===== src/rtl/bcd_pkg.sv =====
// Shared types and constants for the sequential binary-to-BCD converter.
// Holds the FSM encoding, digit adjust constants and the digit-count sizing helper.
package bcd_pkg;

  typedef enum logic [1:0] {IDLE, CONVERT, REPORT} bcd_state_t;

  localparam int BCD_DIGIT_W    = 4;
  localparam int BCD_ADJ_THRESH = 5;
  localparam int BCD_ADJ_ADD    = 3;

  // Decimal digits needed to represent 2^width-1.
  function automatic int max_digits(input int width);
    longint unsigned v;
    int d;
    v = (64'd1 << width) - 64'd1;
    d = 1;
    while (v >= 64'd10) begin
      v = v / 64'd10;
      d++;
    end
    return d;
  endfunction

endpackage


===== src/rtl/bcd_digit_adjust.sv =====
// Combinational double-dabble cell: adds 3 to a BCD digit of 5 or more, wrapping in 4 bits.
// Zero latency; no flow control.
module bcd_digit_adjust
  import bcd_pkg::*;
(
  input  logic [BCD_DIGIT_W-1:0] digit,
  output logic [BCD_DIGIT_W-1:0] adj
);

  always_comb begin
    adj = digit;
    if (digit >= BCD_DIGIT_W'(BCD_ADJ_THRESH))
      adj = digit + BCD_DIGIT_W'(BCD_ADJ_ADD);
  end

endmodule


===== src/rtl/bin_to_bcd_seq.sv =====
// Sequential double-dabble converter, one adjust-and-shift step per clock; done WIDTH cycles after start.
// No backpressure: start is ignored mid-conversion, bcd holds the last result until the next done.
module bin_to_bcd_seq
  import bcd_pkg::*;
#(
  parameter int WIDTH  = 16,
  parameter int DIGITS = 5
) (
  input  logic                          clk,
  input  logic                          rst,
  input  logic                          start,
  input  logic [WIDTH-1:0]              bin,
  output logic                          busy,
  output logic                          done,
  output logic [BCD_DIGIT_W*DIGITS-1:0] bcd
);

  localparam int DW  = BCD_DIGIT_W * DIGITS;
  localparam int SRW = DW + WIDTH;
  localparam int CW  = $clog2(WIDTH + 1);

  if (WIDTH < 1 || WIDTH > 32) begin : g_bad_width
    $error("bin_to_bcd_seq: WIDTH=%0d outside 1..32", WIDTH);
  end
  if (DIGITS < max_digits(WIDTH)) begin : g_bad_digits
    $error("bin_to_bcd_seq: DIGITS=%0d too small for WIDTH=%0d", DIGITS, WIDTH);
  end

  bcd_state_t     state;
  logic [SRW-1:0] sr;
  logic [SRW-1:0] sr_adj;
  logic [SRW-1:0] sr_shift;
  logic [CW-1:0]  cnt;
  logic           last_step;

  // Shift register layout is {digits, binary}; only the digit field is adjusted.
  assign sr_adj[WIDTH-1:0] = sr[WIDTH-1:0];

  for (genvar g = 0; g < DIGITS; g++) begin : g_adj
    bcd_digit_adjust u_adj (
      .digit (sr[WIDTH + BCD_DIGIT_W*g +: BCD_DIGIT_W]),
      .adj   (sr_adj[WIDTH + BCD_DIGIT_W*g +: BCD_DIGIT_W])
    );
  end

  assign sr_shift  = sr_adj << 1;
  assign last_step = (cnt == CW'(WIDTH - 1));

  always_ff @(posedge clk or posedge rst) begin
    if (rst) begin
      state <= IDLE;
      busy  <= 1'b0;
      done  <= 1'b0;
      bcd   <= '0;
      cnt   <= '0;
      sr    <= '0;
    end else begin
      case (state)
        IDLE: begin
          done <= 1'b0;
          if (start) begin
            sr    <= {{DW{1'b0}}, bin};
            cnt   <= '0;
            busy  <= 1'b1;
            state <= CONVERT;
          end
        end
        CONVERT: begin
          sr  <= sr_shift;
          cnt <= cnt + CW'(1);
          if (last_step) begin
            bcd   <= sr_shift[SRW-1 -: DW];
            done  <= 1'b1;
            state <= REPORT;
          end
        end
        REPORT: begin
          done <= 1'b0;
          // A start seen on the report edge begins the next conversion directly,
          // giving one conversion per WIDTH+1 cycles when start is held.
          if (start) begin
            sr    <= {{DW{1'b0}}, bin};
            cnt   <= '0;
            state <= CONVERT;
          end else begin
            busy  <= 1'b0;
            state <= IDLE;
          end
        end
        default: begin
          state <= IDLE;
          busy  <= 1'b0;
          done  <= 1'b0;
        end
      endcase
    end
  end

endmodule

===== config.mk =====
export PLATFORM = sky130hd
export DESIGN_NAME = bin_to_bcd_seq
export DESIGN_NICKNAME = d
export VERILOG_FILES = /design/src/rtl/bcd_pkg.sv /design/src/rtl/bcd_digit_adjust.sv /design/src/rtl/bin_to_bcd_seq.sv
export SDC_FILE = /design/constraint.sdc
export NUM_CORES = 1
export LEC_CHECK = 0
export ABC_AREA = 1
export CELL_PAD_IN_SITES_DETAIL_PLACEMENT = 1
export CELL_PAD_IN_SITES_GLOBAL_PLACEMENT = 1
export CORE_MARGIN = 4
export CORE_UTILIZATION = 47
export CTS_BUF_LIST = sky130_fd_sc_hd__clkbuf_8
export CTS_CLUSTER_SIZE = 24
export DETAILED_ROUTE_END_ITERATION = 6
export GPL_ROUTABILITY_DRIVEN = 0
export PLACE_DENSITY = 0.88
export SLEW_MARGIN = 20
export SYNTH_ARGS = -nofsm -noshare
export SYNTH_HDL_FRONTEND = slang
export SYNTH_SLANG_ARGS = --single-unit

===== constraint.sdc =====
create_clock -name clk -period 5.4 [get_ports clk]
set_input_delay 1.08 -clock clk [delete_from_list [all_inputs] [get_ports clk]]
set_output_delay 1.08 -clock clk [all_outputs]
set_load 0.02 [all_outputs]

==> results of run 1 <==
stage by stage:
step | cell area [sq um] | hold slack (ns) | cells | setup slack, ns | util (%)
floorplan | 3300 | 0.442 | 380 | 2.69 | -
global placement | 3710 | 0.462 | 504 | 2.78 | 54.7
detailed placement | 3710 | 0.465 | 504 | 2.60 | 54.7
CTS | 3910 | 0.484 | 520 | 2.98 | 57.5
global route | 3910 | 0.511 | 520 | 2.86 | 57.5
finish | 3910 | 0.479 | 520 | 2.95 | 57.5
sequential cells by signal (all words and copies together) (netlist names):
name / flops
bcd: 20
sr: 36
done: 1
busy: 1
cnt: 5
state: 2
tightest hold or removal path: cells and delay by family, from the launching register on:
family	cells	cell delay, ns
and+or+nand+nor	2	0.10
DFF	1	0.34
logic make-up after synthesis:
logic type / count (synthesis) / synth area share, %
buffers and inverters: 43 / 6.98
adders and majority gates: 13 / 4.86
AOI/OAI and AO/OA: 39 / 10.4
DFF: 65 / 49.3
and+or+nand+nor: 220 / 28.4
synth_stat cells:
master,count,share of area (%)
a21oi_2,1,0.27
a31oi_2,15,5.7
buf_2,4,0.61
buf_4,1,0.23
buf_6,7,2.4
clkbuf_1,1,0.11
clkinv_4,1,0.27
dfrtp_1,65,49
ha_1,12,4.6
inv_1,26,3.0
inv_2,2,0.23
inv_4,1,0.19
maj3_1,1,0.30
nand2_1,142,16
nand2_4,3,1.0
nand2_8,1,0.61
nand3_1,38,5.8
nand4_1,10,1.9
nor2_1,26,3.0
o21ai_0,18,2.7
o22ai_1,1,0.19
o22ai_2,4,1.5
metal layers:
layer / GRT usage (%) / vias to the layer above / routed length (um)
met5: 0 / - / 0
met4: 8.04 / 0 / 129
met3: 3.04 / 13 / 249
met2: 35.6 / 50 / 3910
met1: 26.1 / 1333 / 3730
li1: - / 1314 / -
worst paths after layout:
path	startpoint	endpoint	slack [ns]	cells past startpoint
worst min register to register	bcd[10]	bcd[10]	0.48	2
min in group asynchronous	rst	bcd[19]	1.30	3
worst max-delay path	start	cnt[2]	2.95	6
worst min-delay path	bcd[10]	bcd[10]	0.48	2
max in group asynchronous	rst	sr[7]	3.54	3
worst max register to register	state[0]	cnt[2]	3.18	6
power breakdown:
part	internal [mW]	switching, mW	total, mW
logic	0.454	0.747	1.20
registers	0.709	0.178	0.887
clock network	0.214	0.188	0.402
total	1.38	1.11	2.49
cell type report:
| class | count | area share [%] |
|---|---|---|
| flip-flops and latches | 65 | 41.6 |
| multi-input cells | 272 | 36.9 |
| well taps | 96 | 3.07 |
| inverters | 30 | 3.07 |
| clock inverters | 3 | 0.352 |
| repair buffers | 41 | 10.4 |
| clock buffers | 13 | 4.58 |
==> run_summary.xml, run 1 <==
<?xml version="1.0" encoding="UTF-8"?>
<metrics>
  <group name="sta">
    <metric name="fmax" unit="MHz">408</metric>
    <metric name="maxSlewViolCount" unit="">0</metric>
    <metric name="fin_worst_skew" unit="ns">0.00844</metric>
    <metric name="final.period_utilization" unit="%">45.4</metric>
    <metric name="rsz_0062_raised_after_global_routing" unit="">no</metric>
    <metric name="fin_setup_tns" unit="ns">0</metric>
    <metric name="slew-limit-headroom" unit="%">43.6</metric>
    <metric name="timing.final.hold_violations" unit="">0</metric>
    <metric name="min_period" unit="ns">2.45</metric>
    <metric name="slew_at_the_pin_closest_to_its_max_slew_limit" unit="ns">0.846</metric>
    <metric name="setup-violations-final" unit="">0</metric>
  </group>
  <group name="placement">
    <metric name="detailed_place_hpwl" unit="mm">5.40</metric>
    <metric name="port-buffer-count" unit="">40</metric>
  </group>
  <group name="worst_setup_path">
    <metric name="cp_common_cell" unit="">nand2_4</metric>
    <metric name="crit_path_max_incr_delay" unit="ns">0.50</metric>
    <metric name="cp.arrival" unit="ns">2.64</metric>
    <metric name="critical_path.cell_chain" unit="">clkdlybuf4s50_1 -&gt; nand2_4 -&gt; nand2_4 -&gt; inv_2 -&gt; nand2_1 -&gt; o21ai_0</metric>
    <metric name="endpoint_required_time_on_the_critical_path" unit="ns">5.59</metric>
    <metric name="startpoint_type" unit="">primary input</metric>
    <metric name="timing.setup.critical_path_class" unit="">in -&gt; reg</metric>
    <metric name="timing.critical_path.slowest_stage_cell" unit="">clkdlybuf4s50_1</metric>
    <metric name="cpLargestDelayFamily" unit="">buffers and inverters</metric>
    <metric name="critPathBufInv" unit="">2</metric>
    <metric name="end_kind" unit="">flop</metric>
    <metric name="worstPathMaxFanout" unit="">39</metric>
  </group>
  <group name="cells_and_area">
    <metric name="fraction_of_final_layout_cells_sized_beyond_drive_strength_1" unit="%">10.6</metric>
    <metric name="antenna_cells" unit="">0</metric>
    <metric name="layout_common_cells" unit="">nand2_1 (142), dfrtp_1 (65), clkdlybuf4s50_1 (40), nand3_1 (38)</metric>
    <metric name="final.fill_count" unit="">810</metric>
    <metric name="multiInputGateArea" unit="sq um">1440</metric>
    <metric name="sequential_cell_area" unit="sq um">1630</metric>
    <metric name="relative_area_change_from_synthesis_to_final_layout" unit="%">18.5</metric>
    <metric name="final_common_cell" unit="">nand2_1</metric>
    <metric name="finish.net_count" unit="">450</metric>
  </group>
  <group name="floorplanning">
    <metric name="height_of_the_die" unit="um">91.8</metric>
    <metric name="io-pin-count" unit="">41</metric>
    <metric name="core_region_area" unit="sq um">6790</metric>
    <metric name="chipWidth" unit="um">91.8</metric>
    <metric name="die_area" unit="sq um">8420</metric>
    <metric name="effective_utilization_at_floorplan" unit="%">48.5</metric>
    <metric name="num_rows" unit="">30</metric>
  </group>
  <group name="grt">
    <metric name="grt_antenna_before_repair" unit="">0</metric>
    <metric name="global_route.overflow_total" unit="">0</metric>
    <metric name="grt_start_max_net_pins" unit="">66</metric>
    <metric name="global_route_wire_length_before_repair" unit="mm">13.9</metric>
    <metric name="gr-usage-all-layers" unit="%">20.6</metric>
    <metric name="first_global_vias" unit="">2878</metric>
  </group>
  <group name="clock_tree">
    <metric name="numCtsBuffers" unit="">9</metric>
    <metric name="cts_repair_resize_count" unit="">0</metric>
    <metric name="cts_max_level" unit="">3</metric>
    <metric name="clock-sinks" unit="">65</metric>
    <metric name="root_buffer" unit="">clkbuf_8</metric>
    <metric name="clock_latency_reported_for_the_late_side_of_the_worst_skew_pair" unit="ns">0.34</metric>
    <metric name="cts.clk_slew.worst_paths" unit="ns">0.07</metric>
    <metric name="cts_hold_buf" unit="">0</metric>
    <metric name="postCtsSetupBuffers" unit="">0</metric>
    <metric name="cts_buffer_depth" unit="">2</metric>
    <metric name="cts_tree" unit="">yes</metric>
  </group>
  <group name="pwr">
    <metric name="power.leakage" unit="nW">1.90</metric>
    <metric name="power.ir.vdd_worst" unit="mV">0.291</metric>
    <metric name="power-per-cell-area" unit="nW/um^2">637</metric>
    <metric name="power.total" unit="mW">2.49</metric>
  </group>
  <group name="routing">
    <metric name="drtAntennaViolNets" unit="">0</metric>
    <metric name="drt-wirelength-per-cell" unit="um">15.4</metric>
    <metric name="drt-total-wl" unit="mm">8.02</metric>
    <metric name="detail_route.drc_violations" unit="">0</metric>
    <metric name="via_per_inst" unit="">5.21</metric>
    <metric name="dr.first_iter.drc_count" unit="">148</metric>
    <metric name="detailedRoute.firstPassIterationCount" unit="">4</metric>
    <metric name="dr_total_vias" unit="">2710</metric>
  </group>
  <group name="yosys">
    <metric name="synth_warnings" unit="">0</metric>
    <metric name="ys_types" unit="">22</metric>
    <metric name="synth_area" unit="sq um">3300</metric>
    <metric name="ys_seq_elements" unit="">65</metric>
    <metric name="synth.net_count" unit="">411</metric>
    <metric name="netlist_instances" unit="">380</metric>
    <metric name="syn_avg_cell_area" unit="sq um">8.68</metric>
    <metric name="seq_area_frac_synth" unit="%">49.3</metric>
  </group>
  <group name="run">
    <metric name="maxCapViolCount" unit="">0</metric>
  </group>
  <group name="hold_path">
    <metric name="min_path_type" unit="">reg -&gt; reg</metric>
  </group>
  <group name="outcome">
    <metric name="run_status" unit="">finished, final reports clean</metric>
  </group>
</metrics>
(Power assumes the default switching activity.)
==> run 2, diff against run 1 <==
Settings changed: CORE_UTILIZATION 47 to 39, PLACE_DENSITY 0.88 to 0.78.
Clock period 5.4 ns to 2 ns, I/O delays scaled along.
==> run 2 against run 1 <==
Clock power grew to 2.8 times the previous value. Flip-flop and latch count is the same. Sequential share of layout area shrank 0.84 points. Final cell count grew 2.5%. First-iteration DRC count shrank 9.5%. Via count shrank 0.15%. Critical path depth shrank 5. Global-route usage shrank 3.3 points. Combinational power grew to 2.8 times the previous value. Worst setup slack lost 2.7 ns. Wire length shrank 1.0%. Critical path type is now reg -> out.
==> run_summary.xml, run 2 (synthesis gave the netlist of run 1 again) <==
<?xml version="1.0" encoding="UTF-8"?>
<metrics>
  <group name="routing">
    <metric name="dr_total_vias" unit="">2706</metric>
    <metric name="drt-total-wl" unit="mm">7.94</metric>
    <metric name="drtAntennaViolNets" unit="">0</metric>
    <metric name="detailedRoute.firstPassIterationCount" unit="">4</metric>
    <metric name="drt-wirelength-per-cell" unit="um">14.9</metric>
    <metric name="detail_route.drc_violations" unit="">0</metric>
    <metric name="dr.first_iter.drc_count" unit="">134</metric>
    <metric name="via_per_inst" unit="">5.08</metric>
  </group>
  <group name="floorplanning">
    <metric name="chipWidth" unit="um">99.9</metric>
    <metric name="height_of_the_die" unit="um">99.9</metric>
    <metric name="effective_utilization_at_floorplan" unit="%">40.1</metric>
    <metric name="io-pin-count" unit="">41</metric>
    <metric name="die_area" unit="sq um">9990</metric>
    <metric name="core_region_area" unit="sq um">8220</metric>
    <metric name="num_rows" unit="">33</metric>
  </group>
  <group name="cells_and_area">
    <metric name="sequential_cell_area" unit="sq um">1630</metric>
    <metric name="finish.net_count" unit="">455</metric>
    <metric name="multiInputGateArea" unit="sq um">1440</metric>
    <metric name="final_common_cell" unit="">nand2_1</metric>
    <metric name="reg.largest.list" unit="">sr (36), bcd (20), cnt (5)</metric>
    <metric name="layout.core_utilization" unit="%">48.5</metric>
    <metric name="flip_flop_count_of_the_largest_register_all_copies_and_words_added" unit="">36</metric>
    <metric name="final.fill_count" unit="">986</metric>
    <metric name="antenna_cells" unit="">0</metric>
    <metric name="fraction_of_final_layout_cells_sized_beyond_drive_strength_1" unit="%">11.4</metric>
    <metric name="registers.top_by_ff_count" unit="">sr</metric>
    <metric name="layout_common_cells" unit="">nand2_1 (142), dfrtp_1 (65), clkdlybuf4s50_1 (40), nand3_1 (38)</metric>
    <metric name="relative_area_change_from_synthesis_to_final_layout" unit="%">20.9</metric>
  </group>
  <group name="worst_setup_path">
    <metric name="reg2regPathDepth" unit="">8</metric>
    <metric name="cp.arrival" unit="ns">1.34</metric>
    <metric name="timing.setup.critical_path_class" unit="">reg -&gt; out</metric>
    <metric name="cpLargestDelayFamily" unit="">buffers and inverters</metric>
    <metric name="startpoint_type" unit="">flop</metric>
    <metric name="ff2ff_setup_slack" unit="ns">0.32</metric>
    <metric name="worstPathMaxFanout" unit="">2</metric>
    <metric name="crit_path_max_incr_delay" unit="ns">0.62</metric>
    <metric name="critPathBufInv" unit="">1</metric>
    <metric name="timing.critical_path.slowest_stage_cell" unit="">clkdlybuf4s50_1</metric>
    <metric name="end_kind" unit="">output pin</metric>
    <metric name="endpoint_required_time_on_the_critical_path" unit="ns">1.60</metric>
    <metric name="rr_startpoint" unit="">cnt[0]</metric>
    <metric name="crit-reg2reg-capture" unit="">bcd[4]</metric>
    <metric name="critical_path.cell_chain" unit="">clkdlybuf4s50_1</metric>
  </group>
  <group name="hold_path">
    <metric name="min_delay_worst_endpoint" unit="">sr[0]</metric>
    <metric name="worstHoldStart" unit="">sr[0]</metric>
    <metric name="hold_path_depth" unit="">2</metric>
    <metric name="min_path_type" unit="">reg -&gt; reg</metric>
  </group>
  <group name="clock_tree">
    <metric name="clock-sinks" unit="">65</metric>
    <metric name="postCtsSetupBuffers" unit="">0</metric>
    <metric name="cts_buffer_depth" unit="">2</metric>
    <metric name="cts_tree" unit="">yes</metric>
    <metric name="cts.clk_slew.worst_paths" unit="ns">0.07</metric>
    <metric name="cts_hold_buf" unit="">0</metric>
    <metric name="clock_latency_reported_for_the_late_side_of_the_worst_skew_pair" unit="ns">0.33</metric>
    <metric name="cts_max_level" unit="">3</metric>
    <metric name="numCtsBuffers" unit="">9</metric>
    <metric name="root_buffer" unit="">clkbuf_8</metric>
    <metric name="cts_repair_resize_count" unit="">0</metric>
  </group>
  <group name="sta">
    <metric name="rsz_0062_raised_after_global_routing" unit="">no</metric>
    <metric name="slew_at_the_pin_closest_to_its_max_slew_limit" unit="ns">0.367</metric>
    <metric name="timing.final.hold_violations" unit="">0</metric>
    <metric name="fin_worst_skew" unit="ns">0.00658</metric>
    <metric name="fin_setup_tns" unit="ns">0</metric>
    <metric name="slew-limit-headroom" unit="%">75.2</metric>
    <metric name="final.period_utilization" unit="%">86.9</metric>
    <metric name="fmax" unit="MHz">575</metric>
    <metric name="setup-violations-final" unit="">0</metric>
    <metric name="maxSlewViolCount" unit="">0</metric>
    <metric name="min_period" unit="ns">1.74</metric>
  </group>
  <group name="grt">
    <metric name="global_route.overflow_total" unit="">0</metric>
    <metric name="gr-usage-all-layers" unit="%">17.4</metric>
    <metric name="grt_antenna_before_repair" unit="">0</metric>
    <metric name="global_route_wire_length_before_repair" unit="mm">14.0</metric>
    <metric name="grt_start_max_net_pins" unit="">66</metric>
    <metric name="first_global_vias" unit="">2940</metric>
  </group>
  <group name="pwr">
    <metric name="power.leakage" unit="nW">1.92</metric>
    <metric name="power-per-cell-area" unit="nW/um^2">1710</metric>
    <metric name="power.ir.vdd_worst" unit="mV">0.602</metric>
  </group>
  <group name="outcome">
    <metric name="run_status" unit="">finished, final reports clean</metric>
  </group>
  <group name="run">
    <metric name="maxCapViolCount" unit="">0</metric>
  </group>
  <group name="placement">
    <metric name="port-buffer-count" unit="">40</metric>
    <metric name="detailed_place_hpwl" unit="mm">5.61</metric>
  </group>
</metrics>
-- run 2: changes by cell type in the layout (fill, tap and decap cells not counted) --
cell and change:
buf_4 +3, clkinvlp_4 +1, buf_12 +2, bufinv_16 +1
inv_2 -1, clkbuf_8 -2
-- run 2: per-layer routing --
layer	vias up	wire length, um	track usage (%)
met2	40	4010	30.3
met5	-	0	0
met1	1337	3590	21.7
met3	10	247	3.75
li1	1319	-	-
met4	0	92	4.94
-- run 2: through the flow --
| step | instances | power [mW] | setup slack (ns) | area [sq um] | hold WS, ns |
|---|---|---|---|---|---|
| global route | 533 | 7.47 | 0.111 | 3990 | 0.516 |
| detailed placement | 518 | 5.74 | 0.333 | 3790 | 0.468 |
| global placement | 518 | 5.56 | 0.363 | 3790 | 0.463 |
| CTS | 533 | 6.92 | 0.241 | 3990 | 0.484 |
| floorplan | 380 | 4.74 | 0.526 | 3300 | 0.442 |
| finish | 533 | 6.82 | 0.262 | 3990 | 0.479 |
-- run 2: worst max-delay path by stage --
stage / start / to / slack, ns / cells past startpoint
floorplan: cnt[0] / bcd[12] / 0.53 / 9
global placement: cnt[0] / bcd[8] / 0.36 / 8
detailed placement: cnt[0] / bcd[2] / 0.33 / 8
CTS: done / done / 0.24 / 1
global route: cnt[0] / bcd[11] / 0.11 / 8
finish: done / done / 0.26 / 1
-- run 2: final cells by class --
type,count,area share [%]
Clock buffer,11,3.80
Timing Repair Buffer,46,11.8
Multi-Input combinational cell,272,36.1
Inverter,30,3.11
Tap cell,105,3.29
Sequential cell,65,40.8
Clock inverter,4,1.10
-- run 2: where the power goes --
| group | total, mW | internal [mW] | switching [mW] | leakage, nW |
|---|---|---|---|---|
| Sequential | 2.36 | 1.92 | 0.445 | 0.791 |
| Combinational | 3.34 | 1.30 | 2.03 | 1.03 |
| Clock | 1.12 | 0.629 | 0.492 | 0.106 |
-- run 2: worst reg2reg max path: cells and delay by family, from the launching register on --
| kind | cells | cell delay, ns |
|---|---|---|
| and+or+nand+nor | 5 | 0.52 |
| adders and majority gates | 2 | 0.46 |
| DFF | 1 | 0.42 |
| buffers and inverters | 1 | 0.18 |
==> variant, RTL diff (settings of run 1) <==
Reset style: synchronous (`rst`), changed in one clocked block.
--- a/src/rtl/bin_to_bcd_seq.sv
+++ b/src/rtl/bin_to_bcd_seq.sv
@@ -46,7 +46,7 @@
   assign sr_shift  = sr_adj << 1;
   assign last_step = (cnt == CW'(WIDTH - 1));
 
-  always_ff @(posedge clk or posedge rst) begin
+  always_ff @(posedge clk) begin
     if (rst) begin
       state <= IDLE;
       busy  <= 1'b0;
Behaviour: differs if rst is asserted again (counterexample within 4 cycles, from zero or initial values and one cycle with rst high); with rst held inactive, the same outputs for 10 cycles.
==> variant against run 1 <==
Synthesized area fell by 6.5%. Largest cell class is now multi-input combinational cells. Worst setup slack got worse by 0.42 ns. Sequential cell count did not move. Cell count rose by 4.6%. Cell area fell by 6.0%. Wire length fell by 2.7%.
Power is not compared: it rests on default switching activity, and its combinational part moved more than twofold at a synthesized area within 25%.
==> variant: results (changes against run 1) <==
* Status: finished, final reports clean
* Vias in the first global route at 3011 (+4.6%)
* Dpl hpwl at 5510 um (+2.1%)
* Nets at 493 (+9.6%)
* Post-CTS Setup Bufs at 0 (unchanged)
* Regs by FF count: sr (36), bcd (20), cnt (5)
* DR top layer: met4
* Gr usage total at 21.5% (+0.90 points)
* Asr flop ratio synth at 0% (-100 points)
* Headroom to the max-slew limit at 40.3% (-3.3 points)
* Post-synthesis compound-gate area fraction at 13.4% (+3.0 points)
* Htree depth at 3 (unchanged)
* Synth area leaders: dfxtp_1 42%, nand2_1 19%, inv_1 5.4%
* Cells after Synth at 427 (+12%)
* Met3 Use GR at 4.42% (+1.4 points)
* Largest net degree at the start of global routing at 40 (-39%)
* CP Data Arrival Time at 3.09 ns (+0.45 ns)
* CTS Buf Count at 9 (unchanged)
* Router iterations before antenna repair at 4 (unchanged)
* Root Buffer: clkbuf_8
* Worst setup startpoint: rst
* List of most frequent post-synthesis cells: 158 x nand2_1, 65 x dfxtp_1, 44 x inv_1
* CP max stage delay at 0.46 ns (-0.04 ns)
* Inst Count DP at 528 (+4.8%)
* Met2 wire len at 3970 um (+1.6%)
* Worst-path fanout max at 38 (-2.6%)
* Met3 routed WL at 298 um (+20%)
* RR Startpoint: cnt[0]$_SDFFE_PP0P_
* Delay-heaviest family, CP: buffers and inverters
* Syn Nets at 458 (+11%)
* Synth Area in Adders at 4.87% (+0.010 points)
* Setup Skew at 0.00844 ns (-0.000000770 ns)
* Post-synthesis sequential area ratio at 42.2% (-7.1 points)
* Number of DRC markers in iteration 0 at 107 (-28%)
* Clock buffer depth at 2 (unchanged)
* Hold Path Origin: cnt[1]$_SDFFE_PP0P_
* Pwr Density at 274 nW/um2
* Mux cell area share after synthesis at 0.325% (+0.32 points)
* Post-DR vias/cell at 5.33 (+2.3%)
* Setup WS pre-CTS at 2.14 ns (-0.453 ns)
* Layout cells sized above 1 at 5.78% (-4.8 points)
* Crit-path slowest cell: clkdlybuf4s50_1
* # setup viols final at 0 (unchanged)
* First-pass GRT wire length at 13400 um (-3.5%)
* Post-synth cell types at 30 (+36%)
* Cell area after placement at 3470 um2 (-6.7%)
* Met1 GRT Util at 24.2% (-1.9 points)
* Met2 Resource Use GR at 39.1% (+3.5 points)
* Routed wire length at 7800 um (-2.7%)
* Xor/xnor share of the synthesized area at 0.284% (+0.28 points)
* Post-route insts no fill at 544 (+4.6%)
* Met1 Wirelength at 3400 um (-8.8%)
* Synth Flop Type: dfxtp_1
* ANT cells at 0 (unchanged)
## variant: cell types whose count changed after synthesis, moves of 3 or more
cell     delta
o21ai_1     +6
o22ai_2     -4
nand3_1    -13
inv_1      +18
a21oi_1    +25
a31oi_2    -15
nand2_1    +16
dfxtp_1    +65
a21o_1      +5
buf_2       +3
nor2_1     -19
a31oi_1    +15
dfrtp_1    -65
## variant: path summary, 6_finish.rpt
path	end	slack, ns	cells after the start
max reg2reg	bcd[5]$_SDFFE_PP0P_	3.39	10
max	bcd[5]$_SDFFE_PP0P_	2.53	7
min	cnt[1]$_SDFFE_PP0P_	0.48	2
min reg2reg	cnt[1]$_SDFFE_PP0P_	0.48	2
## variant: cell type report
class | count | area [um2]
repair buffers | 41 | 408
clock inverters | 4 | 42.5
clock buffers | 12 | 165
well taps | 77 | 96.3
inverters | 49 | 189
flip-flops and latches | 65 | 1300
fillers | 827 | 2680
multi-input cells | 296 | 1470
